**src/rtl/rv_wb_pkg.sv**
```systemverilog
// Shared types and constants for the writeback-port arbiter slice.
package rv_wb_pkg;

  localparam int XLEN  = 32;
  localparam int REG_W = 5;
  localparam int NREG  = 32;

  // One queued secondary result. A cleared live bit means a younger
  // write to the same rd superseded it, so it must never reach the RF.
  typedef struct packed {
    logic             live;
    logic [REG_W-1:0] rd;
    logic [XLEN-1:0]  data;
  } wb_entry_t;

  // Who owns the register-file write port this cycle.
  typedef enum logic [1:0] {
    GRANT_NONE = 2'd0,
    GRANT_PIPE = 2'd1,
    GRANT_HEAD = 2'd2
  } grant_e;

endpackage

```
**src/rtl/wb_port_arbiter_if.sv**
```systemverilog
// Pipeline WB, secondary result and register-file write-port signals.
// The master is the surrounding core (or bench); the arbiter is the slave.
interface wb_port_arbiter_if;
  import rv_wb_pkg::*;

  logic             p_wb_enable;
  logic [REG_W-1:0] p_rd;
  logic [XLEN-1:0]  p_data;
  logic             p_stall;

  logic             s_valid;
  logic [REG_W-1:0] s_rd;
  logic [XLEN-1:0]  s_data;
  logic             s_ready;

  logic             rf_we;
  logic [REG_W-1:0] rf_rd;
  logic [XLEN-1:0]  rf_wdata;
  logic [NREG-1:0]  busy_mask;

  modport master (
    output p_wb_enable, p_rd, p_data, s_valid, s_rd, s_data,
    input  p_stall, s_ready, rf_we, rf_rd, rf_wdata, busy_mask
  );

  modport slave (
    input  p_wb_enable, p_rd, p_data, s_valid, s_rd, s_data,
    output p_stall, s_ready, rf_we, rf_rd, rf_wdata, busy_mask
  );

endinterface

```
**src/rtl/wb_kill_fifo.sv**
```systemverilog
// Circular queue of secondary results with per-rd kill. Entries that are
// killed stay in place (live=0) and are skipped when they reach the head.
// Slots outside the occupied range always hold live=0, so live_vec can be
// decoded directly without an occupancy mask.
module wb_kill_fifo
  import rv_wb_pkg::*;
#(
  parameter  int QDEPTH = 2,
  localparam int AW     = $clog2(QDEPTH)
) (
  input  logic                          clk,
  input  logic                          rst,
  input  logic                          push,
  input  wb_entry_t                     push_entry,
  input  logic                          pop,
  input  logic                          kill,
  input  logic [REG_W-1:0]              kill_rd,
  output wb_entry_t                     head,
  output logic [AW:0]                   count,
  output logic                          empty,
  output logic [QDEPTH-1:0]             live_vec,
  output logic [QDEPTH-1:0][REG_W-1:0]  rd_vec
);

  wb_entry_t      q_r   [QDEPTH];
  wb_entry_t      q_nxt [QDEPTH];
  logic [AW:0]    wr_ptr, wr_nxt;
  logic [AW:0]    rd_ptr, rd_nxt;
  logic           full;
  logic           push_ok;
  logic           pop_ok;

  // Pointer compare: equal MSBs mean empty, differing MSBs mean full.
  assign empty   = (wr_ptr == rd_ptr);
  assign full    = (wr_ptr[AW] != rd_ptr[AW]) && (wr_ptr[AW-1:0] == rd_ptr[AW-1:0]);
  assign count   = wr_ptr - rd_ptr;
  assign head    = q_r[rd_ptr[AW-1:0]];
  assign push_ok = push && !full;
  assign pop_ok  = pop && !empty;

  // Per-entry view for the busy-mask decoder.
  always_comb begin
    for (int i = 0; i < QDEPTH; i++) begin
      live_vec[i] = q_r[i].live;
      rd_vec[i]   = q_r[i].rd;
    end
  end

  // Next queue state: kills first, then pop, then push so a same-cycle
  // arrival is never killed by the write it races with.
  always_comb begin
    // NOTE: every output of a combinational block gets a default first;
    // any path that leaves one unassigned would infer a latch.
    q_nxt  = q_r;
    wr_nxt = wr_ptr;
    rd_nxt = rd_ptr;
    for (int i = 0; i < QDEPTH; i++) begin
      if (kill && q_r[i].rd == kill_rd)
        q_nxt[i].live = 1'b0;
      if (push_ok && q_r[i].rd == push_entry.rd)
        q_nxt[i].live = 1'b0;
    end
    if (pop_ok) begin
      q_nxt[rd_ptr[AW-1:0]].live = 1'b0;
      rd_nxt = rd_ptr + (AW+1)'(1);
    end
    if (push_ok) begin
      q_nxt[wr_ptr[AW-1:0]] = push_entry;
      wr_nxt = wr_ptr + (AW+1)'(1);
    end
  end

  // Queue storage and pointers.
  always_ff @(posedge clk or posedge rst) begin
    if (rst) begin
      // NOTE: the whole entry array is reset, not only the pointers, so a
      // reset mid-drain cannot leave stale live bits visible in busy_mask.
      for (int i = 0; i < QDEPTH; i++) q_r[i] <= '0;
      wr_ptr <= '0;
      rd_ptr <= '0;
    end else begin
      // NOTE: state is updated with non-blocking assignments so every flop
      // samples values from before this edge, independent of statement order.
      q_r    <= q_nxt;
      wr_ptr <= wr_nxt;
      rd_ptr <= rd_nxt;
    end
  end

endmodule

```
**src/rtl/wb_port_arbiter.sv**
```systemverilog
// Register-file write-port arbiter: pipeline writeback normally wins,
// secondary results queue up with WAW kill, and a starvation counter
// stalls the pipeline so the queue is guaranteed to drain.
module wb_port_arbiter
  import rv_wb_pkg::*;
#(
  parameter int QDEPTH     = 2,
  parameter int STARVE_MAX = 4
) (
  input logic              clk,
  input logic              rst,
  wb_port_arbiter_if.slave bus
);

  localparam int AW = $clog2(QDEPTH);
  localparam int SW = $clog2(STARVE_MAX + 1);

  wb_entry_t                     head;
  wb_entry_t                     push_entry;
  logic [AW:0]                   count;
  logic                          empty;
  logic [QDEPTH-1:0]             live_vec;
  logic [QDEPTH-1:0][REG_W-1:0]  rd_vec;

  logic             p_req;
  logic             head_live;
  logic             push;
  logic             pop;
  logic             kill;
  logic             p_stall;
  grant_e           grant;
  logic [SW-1:0]    starve_cnt;
  logic             rf_we_r;
  logic [REG_W-1:0] rf_rd_r;
  logic [XLEN-1:0]  rf_wdata_r;
  logic [NREG-1:0]  busy_mask;

  // Writes to x0 are architecturally void and never compete for the port.
  assign p_req      = bus.p_wb_enable && (bus.p_rd != '0);
  assign head_live  = !empty && head.live;
  assign p_stall    = (starve_cnt == SW'(STARVE_MAX));
  assign bus.s_ready = (count < (AW+1)'(QDEPTH));

  // Accepted x0 results are dropped here; they never occupy a slot.
  assign push       = bus.s_valid && bus.s_ready && (bus.s_rd != '0);
  assign push_entry = '{live: 1'b1, rd: bus.s_rd, data: bus.s_data};

  // A pipeline write that actually lands supersedes any queued result
  // for the same rd.
  assign kill = p_req && !p_stall;

  // Dead heads are discarded without using the port.
  assign pop = (grant == GRANT_HEAD) || (!empty && !head.live);

  wb_kill_fifo #(.QDEPTH(QDEPTH)) u_fifo (
    .clk        (clk),
    .rst        (rst),
    .push       (push),
    .push_entry (push_entry),
    .pop        (pop),
    .kill       (kill),
    .kill_rd    (bus.p_rd),
    .head       (head),
    .count      (count),
    .empty      (empty),
    .live_vec   (live_vec),
    .rd_vec     (rd_vec)
  );

  // Port arbitration: a stalled pipeline yields to the live head,
  // otherwise pipeline first, then the queue.
  always_comb begin
    grant = GRANT_NONE;
    if (p_stall && head_live)
      grant = GRANT_HEAD;
    else if (p_req)
      grant = GRANT_PIPE;
    else if (head_live)
      grant = GRANT_HEAD;
  end

  // Starvation counter: counts consecutive pipeline wins over a live head.
  always_ff @(posedge clk or posedge rst) begin
    if (rst)
      starve_cnt <= '0;
    else if (grant == GRANT_HEAD || !head_live)
      starve_cnt <= '0;
    else if (grant == GRANT_PIPE && !p_stall)
      starve_cnt <= starve_cnt + SW'(1);
  end

  // Registered register-file write; address and data hold when idle.
  always_ff @(posedge clk or posedge rst) begin
    if (rst) begin
      rf_we_r    <= 1'b0;
      rf_rd_r    <= '0;
      rf_wdata_r <= '0;
    end else begin
      rf_we_r <= (grant != GRANT_NONE);
      case (grant)
        GRANT_PIPE: begin
          rf_rd_r    <= bus.p_rd;
          rf_wdata_r <= bus.p_data;
        end
        GRANT_HEAD: begin
          rf_rd_r    <= head.rd;
          rf_wdata_r <= head.data;
        end
        default: ;
      endcase
    end
  end

  // Busy mask decoded purely from queue flops, so it moves on the same
  // edge as the queue and never depends on this cycle's inputs.
  always_comb begin
    busy_mask = '0;
    for (int i = 0; i < QDEPTH; i++)
      if (live_vec[i]) busy_mask[rd_vec[i]] = 1'b1;
  end

  assign bus.p_stall   = p_stall;
  assign bus.rf_we     = rf_we_r;
  assign bus.rf_rd     = rf_rd_r;
  assign bus.rf_wdata  = rf_wdata_r;
  assign bus.busy_mask = busy_mask;

endmodule

```
**src/flat_wrapper.sv**
```systemverilog
// flat-port wrapper written by rule: the top's interface ports become plain ports
module wb_port_arbiter_flat import rv_wb_pkg::*;
#(
  parameter int QDEPTH     = 2,
  parameter int STARVE_MAX = 4
)
  (clk, rst, bus_p_wb_enable, bus_p_rd, bus_p_data, bus_s_valid, bus_s_rd, bus_s_data, bus_p_stall, bus_s_ready, bus_rf_we, bus_rf_rd, bus_rf_wdata, bus_busy_mask);
  wb_port_arbiter_if bus_i ();
  input logic clk;
  input logic rst;
  input wire logic [$bits(bus_i.p_wb_enable)-1:0] bus_p_wb_enable;
  input wire logic [$bits(bus_i.p_rd)-1:0] bus_p_rd;
  input wire logic [$bits(bus_i.p_data)-1:0] bus_p_data;
  input wire logic [$bits(bus_i.s_valid)-1:0] bus_s_valid;
  input wire logic [$bits(bus_i.s_rd)-1:0] bus_s_rd;
  input wire logic [$bits(bus_i.s_data)-1:0] bus_s_data;
  output wire logic [$bits(bus_i.p_stall)-1:0] bus_p_stall;
  output wire logic [$bits(bus_i.s_ready)-1:0] bus_s_ready;
  output wire logic [$bits(bus_i.rf_we)-1:0] bus_rf_we;
  output wire logic [$bits(bus_i.rf_rd)-1:0] bus_rf_rd;
  output wire logic [$bits(bus_i.rf_wdata)-1:0] bus_rf_wdata;
  output wire logic [$bits(bus_i.busy_mask)-1:0] bus_busy_mask;
  assign bus_i.p_wb_enable = bus_p_wb_enable;
  assign bus_i.p_rd = bus_p_rd;
  assign bus_i.p_data = bus_p_data;
  assign bus_i.s_valid = bus_s_valid;
  assign bus_i.s_rd = bus_s_rd;
  assign bus_i.s_data = bus_s_data;
  assign bus_p_stall = bus_i.p_stall;
  assign bus_s_ready = bus_i.s_ready;
  assign bus_rf_we = bus_i.rf_we;
  assign bus_rf_rd = bus_i.rf_rd;
  assign bus_rf_wdata = bus_i.rf_wdata;
  assign bus_busy_mask = bus_i.busy_mask;
  wb_port_arbiter #(.QDEPTH(QDEPTH), .STARVE_MAX(STARVE_MAX)) u_core (.clk(clk), .rst(rst), .bus(bus_i));
endmodule
```
**config.mk**
```make
export PLATFORM = sky130hd
export DESIGN_NAME = wb_port_arbiter_flat
export DESIGN_NICKNAME = d
export VERILOG_FILES = /design/src/rtl/rv_wb_pkg.sv /design/src/rtl/wb_port_arbiter_if.sv /design/src/rtl/wb_kill_fifo.sv /design/src/rtl/wb_port_arbiter.sv /design/src/flat_wrapper.sv
export SDC_FILE = /design/constraint.sdc
export NUM_CORES = 1
export LEC_CHECK = 0
export ABC_AREA = 1
export CORE_MARGIN = 1
export CORE_UTILIZATION = 54
export DETAILED_ROUTE_END_ITERATION = 12
export GPL_TIMING_DRIVEN = 0
export MAX_ROUTING_LAYER = met4
export PLACE_DENSITY_LB_ADDON = 0.3
export SLEW_MARGIN = 20
export SYNTH_ARGS = -nofsm -noshare
export SYNTH_HDL_FRONTEND = slang
export SYNTH_SLANG_ARGS = --single-unit
```
**constraint.sdc**
```tcl
create_clock -name clk -period 5.8 [get_ports clk]
set_input_delay 0.58 -clock clk [delete_from_list [all_inputs] [get_ports clk]]
set_output_delay 0.58 -clock clk [all_outputs]
set_load 0.02 [all_outputs]
```
==> results of run 1 <==
## how the worst max path moves through the flow
stage                                   end  cells after the start  slack, ns
floorplan               u_core.bus.rf_rd[0]                      1       2.01
global placement       u_core.starve_cnt[0]                      2       0.34
detailed placement   u_core.bus.rf_wdata[0]                     15       2.01
CTS                  u_core.bus.rf_wdata[0]                     15       2.41
global route        u_core.bus.rf_wdata[18]                     15       2.02
finish               u_core.bus.rf_wdata[0]                     15       2.32
## metal layers
metal	part of all wire, %	routed length, µm
met1	41	7310
met2	50	8927
met3	7.2	1298
met4	2.1	369
met5	0	0
## stage by stage
stage / total power [mW] / cells
after floorplan: 2.948 / 807
after global routing: 5.223 / 1129
after global placement: 3.715 / 1096
after detailed placement: 3.791 / 1097
final: 4.908 / 1129
after CTS: 4.884 / 1129
## synthesized netlist by cell type (all sizes together)
library cell and number:
nand3 30, nor3 12, buf 22, o21ai 145, clkbuf 24, and2 1, a21oi 42, ha 5
a31oi 1, xor2 2, nor2 76, inv 109, xnor2 7, a22oi 37, dfrtp 121, nand2 168
nand4 5
## registers in the layout (all words and copies together) (netlist names)
name and cells:
u_core.u_fifo.rd_vec 10, u_core.u_fifo.wr_ptr 2, u_core.bus.rf_wdata 32, u_core.u_fifo.rd_ptr 2, u_core.starve_cnt 3, u_core.u_fifo.live_vec 2
u_core.bus.rf_we 1, u_core.bus.rf_rd 5, u_core.u_fifo.q_r 64
## cell usage in the layout, fill, tap and decap left out, types with 4 or more instances in the layout
cell | netlist | routed
nand2_1 | 164 | 164
clkdlybuf4s50_1 | 0 | 149
dfrtp_1 | 121 | 121
inv_1 | 109 | 108
o21ai_0 | 85 | 85
nor2_1 | 75 | 75
o21ai_1 | 60 | 60
a21oi_1 | 42 | 42
a22oi_1 | 37 | 37
nand3_1 | 30 | 30
clkbuf_1 | 24 | 26
clkbuf_16 | 0 | 17
nor3_1 | 12 | 12
buf_2 | 9 | 9
buf_6 | 8 | 8
xnor2_1 | 7 | 7
nand4_1 | 5 | 5
buf_1 | 5 | 5
ha_1 | 5 | 5
nand2_2 | 4 | 4
clkinv_2 | 0 | 4
clkinvlp_4 | 0 | 4
## report_power, final
group	internal (mW)	switching, mW	leakage (nW)
clock	0.684	0.386	0.282
combinational	0.894	1.46	2.25
sequential	1.26	0.233	1.47
total	2.83	2.08	4.01
## cells by family (layout without fill, tap and decap cells)
kind of cell	after synthesis	in the layout	synth area share, %
AND/OR/NAND/NOR	292	292	18.98
AO/OA/AOI/OAI	225	225	19.60
buffers and inverters	155	337	10.49
flip-flops	121	121	48.65
XOR/XNOR	9	9	1.267
adder cells (fa/ha/maj)	5	5	1.005
## final cells by class
class	count	area (µm²)	area share (%)
plain buffers	46	244.0	2.864
clock buffers	20	446.7	5.244
clock inverters	12	148.9	1.748
inverters	109	414.1	4.862
multi-input cells	531	2542	29.85
flip-flops and latches	121	3028	35.55
well taps	140	175.2	2.056
repair buffers	150	1519	17.83
## tightest hold or removal path, cell delays in order (launching register included)
cell	delay, ns
dfrtp_1	0.33
nand2_1	0.05
o21ai_0	0.06
==> metrics.csv, run 1 <==
metric,value,unit
post_cts_buffers,0,
netlist_instances,807,
fmax,287.1,MHz
outcome,completed,
cp.buffers_inverters,6,
die_area,11960,µm²
cts_tree,yes,
yosys_warnings,0,
fin_crit_sh,60.05,%
period_needed,3.483,ns
cp_cell_sequence,"clkdlybuf4s50_1, nor2_1, nand4_1, nand2_1, nor2_1, inv_1, nand2_1, inv_1, ha_1, inv_1, clkbuf_1, clkbuf_1, nor2_1, o21ai_0, a22oi_1",
grt_pass1_wl,28.53,mm
cts_htree_levels,4,
finalWorstSetupSlack,2.317,ns
hold_violations,0,
groute.usage.overall,32.30,%
start_util,56.42,%
worstSetupEndpointType,register,
clk_path_buf_depth,2,
syn-cell-area,6223,µm²
slowest_delay,0.60,ns
ys_seq_elements,121,
grt-ovfl-total,0,
firstDrtPassIters,6,
final_util,77.22,%
post-place-ws,2.008,ns
crit_required,6.07,ns
clock_sinks,121,
vdd_drop_max,0.3838,mV
cts_root_buf,clkbuf_16,
slowest_stage,clkdlybuf4s50_1,
io_buffer_count,149,
dr.first_iter.drc_count,722,
area_delta_synth_final,36.87,%
hold-path-endpoint,u_core.u_fifo.q_r[30],
avgSynthCellArea,7.712,µm²
antenna_found_initial,0,
worst_r2r_endpoint,u_core.bus.rf_wdata[0],
worst-r2r-setup-slack,2.62,ns
layout.nets,1059,
startpoint,bus_p_rd[3],
die_y,109.4,µm
grt_use_met1,40.50,%
maxSlewHeadroom,35.20,%
n_fill_cell,788,
grt_util_met3,5.987,%
slew_viol_final,0,
synth_fp_nets,890,
wl_per_cell,15.86,µm
start_kind,primary input,
die_w,109.4,µm
power_density,576.2,nW/µm²
cp.arrival,3.75,ns
drtAntennaViolNets,0,
cts_hold_buffers,0,
critical_path_class,in2reg,
clk_latency,0.42,ns
cts-resized-gates,0,
synth_area_leader_cell,dfrtp_1,
worstReg2RegStart,u_core.u_fifo.rd_ptr[0],
n_antenna_cell,0,
holdCritPathClass,reg2reg,
setup_tns,0,ns
place_area,7923,µm²
core_area,11030,µm²
grt.busiest_layer,met2,
vias_per_cell,5.521,
drive_above_1_share,5.460,%
num_vias,6233,
reg2reg_depth,15,
num_rows,38,
critical-path-top-delay-family,buffers and inverters,
place.gp.congestion,0.9529,
drc,0,
setup_viol,0,
grt_pass1_vias,5977,
synth_seq_area_share,48.65,%
p_leak,4.007,nW
synth_cell_types,22,
timing.clock.skew,0.005775,ns
rsz0062_at_grt,false,
totalWireLength,17.91,mm
grt_max_degree,68,
clkTransAtPathRegs,0.05,ns
synth_top_area_share,48.65,%
dp_hpwl,12.09,mm
hold_start,u_core.u_fifo.q_r[30],
cp_max_fo,10,
cap_violations,0,
cts_made_buffers,17,
holdWs,0.4807,ns
fin_area,8518,µm²
grt_util_met2,52.47,%
synthTopCellsByArea,"dfrtp_1 (49%), nand2_1 (9.9%), o21ai_0 (6.8%)",
ioPinCount,150,
holdPathStages,2,
tightest_slew,0.9646,ns
(Power assumes the default switching activity.)
==> run 2: changes to the inputs <==
- CORE_UTILIZATION: 54 -> 45
- clock period: 5.8 -> 3 ns (I/O delays scaled with it)
==> metrics.csv, run 2 (synthesized netlist as in run 1, its figures left out) <==
metric,value,unit,change
hold_violations,0,,unchanged
clock_sinks,121,,unchanged
rsz0062_at_grt,false,,unchanged
power_density,1101,nW/µm²,was 576.2 nW/µm²
final_util,64.81,%,was 77.22%
fin_area,8651,µm²,was 8518 µm²
core_area,13350,µm²,was 11030 µm²
drc,0,,unchanged
totalWireLength,17.98,mm,was 17.91 mm
grt_pass1_wl,29.43,mm,was 28.53 mm
firstDrtPassIters,5,,was 6
finalWorstSetupSlack,0.2362,ns,was 2.317 ns
ioPinCount,150,,unchanged
total_power,9.526,mW,was 4.908 mW
setup_tns,0,ns,unchanged
wl_met3,1.050,mm,was 1.298 mm
grt_pass1_vias,5968,,was 5977
die_y,119.6,µm,was 109.4 µm
start_util,46.63,%,was 56.42%
wl_met2,8.791,mm,was 8.927 mm
critical_path_class,reg2out,,was in2reg
antenna_found_initial,0,,unchanged
vias_per_cell,5.303,,was 5.521
worstSetupEndpointType,output port,,was register
die_area,14300,µm²,was 11960 µm²
wl_met1,7.813,mm,was 7.310 mm
clkTransAtPathRegs,0.05,ns,about the same
dp_hpwl,12.73,mm,was 12.09 mm
vdd_drop_max,0.5678,mV,was 0.3838 mV
cts_tree,yes,,unchanged
dr.first_iter.drc_count,532,,was 722
area_delta_synth_final,39.00,%,was 36.87%
highest_layer,met4,,unchanged
mostFrequentLayoutCells,"nand2_1 (164), clkdlybuf4s50_1 (149), dfrtp_1 (121), inv_1 (108), o21ai_0 (85)",,unchanged
cts-resized-gates,8,,was 0
num_vias,6183,,was 6233
groute.usage.overall,26.86,%,was 32.30%
num_rows,42,,was 38
instances_no_fill,1166,,was 1129
post_cts_buffers,0,,unchanged
drtAntennaViolNets,0,,unchanged
outcome,completed,,unchanged
cap_violations,0,,unchanged
largest_register_ffs,64,,unchanged
cts_made_buffers,17,,unchanged
cp.arrival,2.46,ns,was 3.75 ns
cts_root_buf,clkbuf_16,,unchanged
timing.clock.skew,0.007167,ns,was 0.005775 ns
fin_crit_sh,92.13,%,
tightest_slew,0.5902,ns,was 0.9646 ns
place_area,8019,µm²,was 7923 µm²
setup_viol,0,,unchanged
holdCritPathClass,in2async,,was reg2reg
holdWs,0.1122,ns,was 0.4807 ns
n_antenna_cell,0,,unchanged
place.gp.congestion,0.9030,,was 0.9529
grt_max_degree,35,,was 68
layout.nets,1062,,was 1059
io_buffer_count,149,,unchanged
wl_per_cell,15.42,µm,was 15.86 µm
final_common_cell,nand2_1,,unchanged
post-place-ws,-0.5138,ns,was 2.008 ns
crit_required,2.70,ns,was 6.07 ns
drive_above_1_share,7.374,%,was 5.460%
cts_htree_levels,4,,unchanged
p_leak,4.073,nW,was 4.007 nW
slew_viol_final,0,,unchanged
die_w,119.6,µm,was 109.4 µm
start_kind,register,,was primary input
placed_cells,1136,,was 1097
clk_path_buf_depth,2,,unchanged
maxSlewHeadroom,60.65,%,was 35.20%
fmax,361.8,MHz,
period_needed,2.764,ns,
top_register,u_core.u_fifo.q_r,,unchanged
cp_max_fo,8,,was 10
cts_hold_buffers,0,,unchanged
clk_latency,0.41,ns,was 0.42 ns
grt-ovfl-total,0,,unchanged
[run 2: changes by cell type in the layout (fill, tap and decap cells not counted), sizes merged]
cell      delta
clkinv       -1
clkbuf       +2
inv          -2
clkinvlp     -1
buf          +3
[run 2: final timing paths]
check                                             start               endpoint  slack (ns)  cells after the start
max in group asynchronous                           rst   u_core.starve_cnt[1]        2.27                      4
worst max register to register     u_core.starve_cnt[0]    u_core.bus.rf_rd[0]        0.32                     14
worst min register to register    u_core.u_fifo.q_r[26]  u_core.u_fifo.q_r[26]        0.48                      2
min in group clk                          bus_s_data[9]  u_core.u_fifo.q_r[47]        0.46                      3
worst max-delay path            u_core.u_fifo.rd_vec[1]      bus_busy_mask[31]        0.24                      5
worst min-delay path                                rst   u_core.u_fifo.q_r[7]        0.11                      2
[run 2: worst max-delay path, stage by stage, from the launching register on]
cell and delay (ns):
dfrtp_1 0.50, inv_1 0.17, nor3_2 0.51, nand2_1 0.12, o21ai_0 0.12, clkdlybuf4s50_1 0.63
[run 2: layout make-up]
cell class                      instances  area [µm²]
Fill cell                            1172        4697
Sequential cell                       121        3028
Multi-Input combinational cell        531        2562
Timing Repair Buffer                  153        1572
Clock buffer                           22       474.2
Inverter                              109       412.9
Buffer                                 46       261.5
Tap cell                              176       220.2
Clock inverter                          8       120.1
[run 2: where the power goes]
group          total, mW  internal [mW]  switching, mW  leakage, nW
registers           2.87           2.43          0.447         1.47
logic               4.59           1.76           2.83         2.31
clock network       2.06           1.36          0.699        0.288
[run 2: routing by layer]
metal | up-vias | track usage [%]
met2 | 246 | 43.75
met4 | 0 | 10.00
met5 | - | -
li1 | 2960 | -
met3 | 32 | 3.137
met1 | 2945 | 34.58
==> run 3: changes to the inputs <==
- PLACE_DENSITY: unset -> 0.76
- PLACE_DENSITY_LB_ADDON: 0.3 -> unset
- TNS_END_PERCENT: unset -> 30
==> metrics.csv, run 3 (synthesized netlist as in run 1, its figures left out) <==
metric,value,unit,change
clockPowerShare,21.3,%,was 21.6%
grt_pass1_wl,29.24,mm,was 29.43 mm
groute.usage.overall,27.04,%,was 26.86%
drc,0,,unchanged
layout.nets,1061,,was 1062
holdWs,0.3245,ns,was 0.1122 ns
dr.first_iter.drc_count,524,,was 532
cts_htree_levels,4,,unchanged
timing.clock.skew,0.008379,ns,was 0.007167 ns
violations,negative setup slack,,
largest_register_ffs,64,,unchanged
total_power,9.438,mW,was 9.526 mW
setup_tns,-0.07140,ns,was 0 ns
cts_made_buffers,17,,unchanged
p_leak,4.057,nW,was 4.073 nW
grt_pass1_vias,5926,,was 5968
cap_violations,0,,unchanged
drive_above_1_share,7.186,%,was 7.374%
die_w,119.6,µm,unchanged
final_common_cell,nand2_1,,unchanged
tightest_slew,0.9574,ns,was 0.5902 ns
hold_violations,0,,unchanged
worstSetupEndpointType,output port,,unchanged
final_util,64.51,%,was 64.81%
rsz0062_at_grt,true,,was false
top_register,u_core.u_fifo.q_r,,unchanged
dp_hpwl,12.82,mm,was 12.73 mm
wl_per_cell,15.48,µm,was 15.42 µm
period_needed,3.038,ns,was 2.764 ns
p_sw_share,41.76,%,was 41.77%
grt_max_degree,34,,was 35
cts_tree,yes,,unchanged
totalWireLength,18.02,mm,was 17.98 mm
clk_path_buf_depth,2,,unchanged
clkTransAtPathRegs,0.05,ns,about the same
crit_required,2.70,ns,about the same
drtAntennaViolNets,0,,unchanged
post_cts_buffers,0,,unchanged
setup_viol,2,,was 0
clock_sinks,121,,unchanged
cp_max_fo,8,,unchanged
seq_power_share,30.4,%,was 30.2%
mostFrequentLayoutCells,"nand2_1 (164), clkdlybuf4s50_1 (149), dfrtp_1 (121), inv_1 (108), o21ai_0 (85)",,unchanged
instances_no_fill,1164,,was 1166
n_antenna_cell,0,,unchanged
start_util,46.63,%,unchanged
die_y,119.6,µm,unchanged
cp.arrival,2.74,ns,was 2.46 ns
die_area,14300,µm²,unchanged
fin_crit_sh,101.3,%,was 92.13%
vias_per_cell,5.269,,was 5.303
fin_area,8611,µm²,was 8651 µm²
io_buffer_count,149,,unchanged
slew_viol_final,0,,unchanged
core_area,13350,µm²,unchanged
place_area,7999,µm²,was 8019 µm²
area_delta_synth_final,38.36,%,was 39.00%
cts_root_buf,clkbuf_16,,unchanged
fmax,329.1,MHz,was 361.8 MHz
num_vias,6133,,was 6183
n_fill_cell,1172,,unchanged
p_sw,3.941,mW,was 3.979 mW
firstDrtPassIters,5,,unchanged
combPwrFrac,48.3,%,was 48.2%
holdCritPathClass,in2async,,unchanged
power_density,1096,nW/µm²,was 1101 nW/µm²
finalWorstSetupSlack,-0.03818,ns,was 0.2362 ns
maxSlewHeadroom,35.68,%,was 60.65%
intPower,5.497,mW,was 5.547 mW
ioPinCount,150,,unchanged
placed_cells,1135,,was 1136
start_kind,register,,unchanged
cts_hold_buffers,0,,unchanged
outcome,finished with violations,,was completed
critical_path_class,reg2out,,unchanged
clk_latency,0.42,ns,was 0.41 ns
place.gp.congestion,0.8923,,was 0.9030
antenna_found_initial,0,,unchanged
grt-ovfl-total,0,,unchanged
post-place-ws,-0.5065,ns,was -0.5138 ns
vdd_drop_max,0.5185,mV,was 0.5678 mV
num_rows,42,,unchanged
## run 3: power by group through the flow
| stage | Sequential, mW | Clock (mW) | Combinational (mW) |
|---|---|---|---|
| global route | 2.96 | 2.08 | 5.04 |
| detailed placement | 2.86 | 0 | 4.50 |
| CTS | 2.86 | 2.01 | 4.55 |
| finish | 2.87 | 2.01 | 4.55 |
| floorplan | 3.10 | 0 | 2.60 |
| global placement | 2.85 | 0 | 4.38 |
## run 3: what timing repair did
action	4_1_cts	5_1_grt
endpoints found under the setup margin	24	62
gates resized for setup	7	15
endpoints found under the hold margin	0	0
## run 3: critical path, cell delays in order (launching register included)
cell,delay [ns]
dfrtp_1,0.49
inv_1,0.15
nor3_1,0.78
nand2_1,0.10
o21ai_0,0.14
clkdlybuf4s50_1,0.64
## run 3: area by class of cell
cell class | count | area (µm²) | area share [%]
inverters | 109 | 412.9 | 4.795
plain buffers | 46 | 261.5 | 3.037
well taps | 176 | 220.2 | 2.557
clock buffers | 22 | 494.2 | 5.740
repair buffers | 152 | 1551 | 18.02
flip-flops and latches | 121 | 3028 | 35.16
multi-input cells | 531 | 2550 | 29.61
clock inverters | 7 | 92.59 | 1.075
## run 3: path summary, 6_finish.rpt
| path | endpoint | start | slack (ns) | cells after the start |
|---|---|---|---|---|
| worst max-delay path | bus_busy_mask[23] | u_core.u_fifo.rd_vec[1] | -0.04 | 5 |
| worst min-delay path | u_core.bus.rf_wdata[6] | rst | 0.32 | 2 |
| worst max register to register | u_core.bus.rf_wdata[16] | u_core.u_fifo.rd_ptr[0] | 0.31 | 13 |
| worst min register to register | u_core.u_fifo.q_r[29] | u_core.u_fifo.q_r[29] | 0.48 | 2 |
| max in group asynchronous | u_core.u_fifo.live_vec[1] | rst | 1.86 | 4 |
| min in group clk | u_core.u_fifo.q_r[64] | bus_s_data[26] | 0.45 | 3 |
## run 3: layer usage
| layer | part of all wire (%) | track usage (%) | up-vias |
|---|---|---|---|
| met5 | 0 | - | - |
| met2 | 49 | 43.46 | 239 |
| met4 | 1.5 | 9.766 | 0 |
| met1 | 44 | 34.64 | 2913 |
| li1 | - | - | 2957 |
| met3 | 6.2 | 4.373 | 24 |
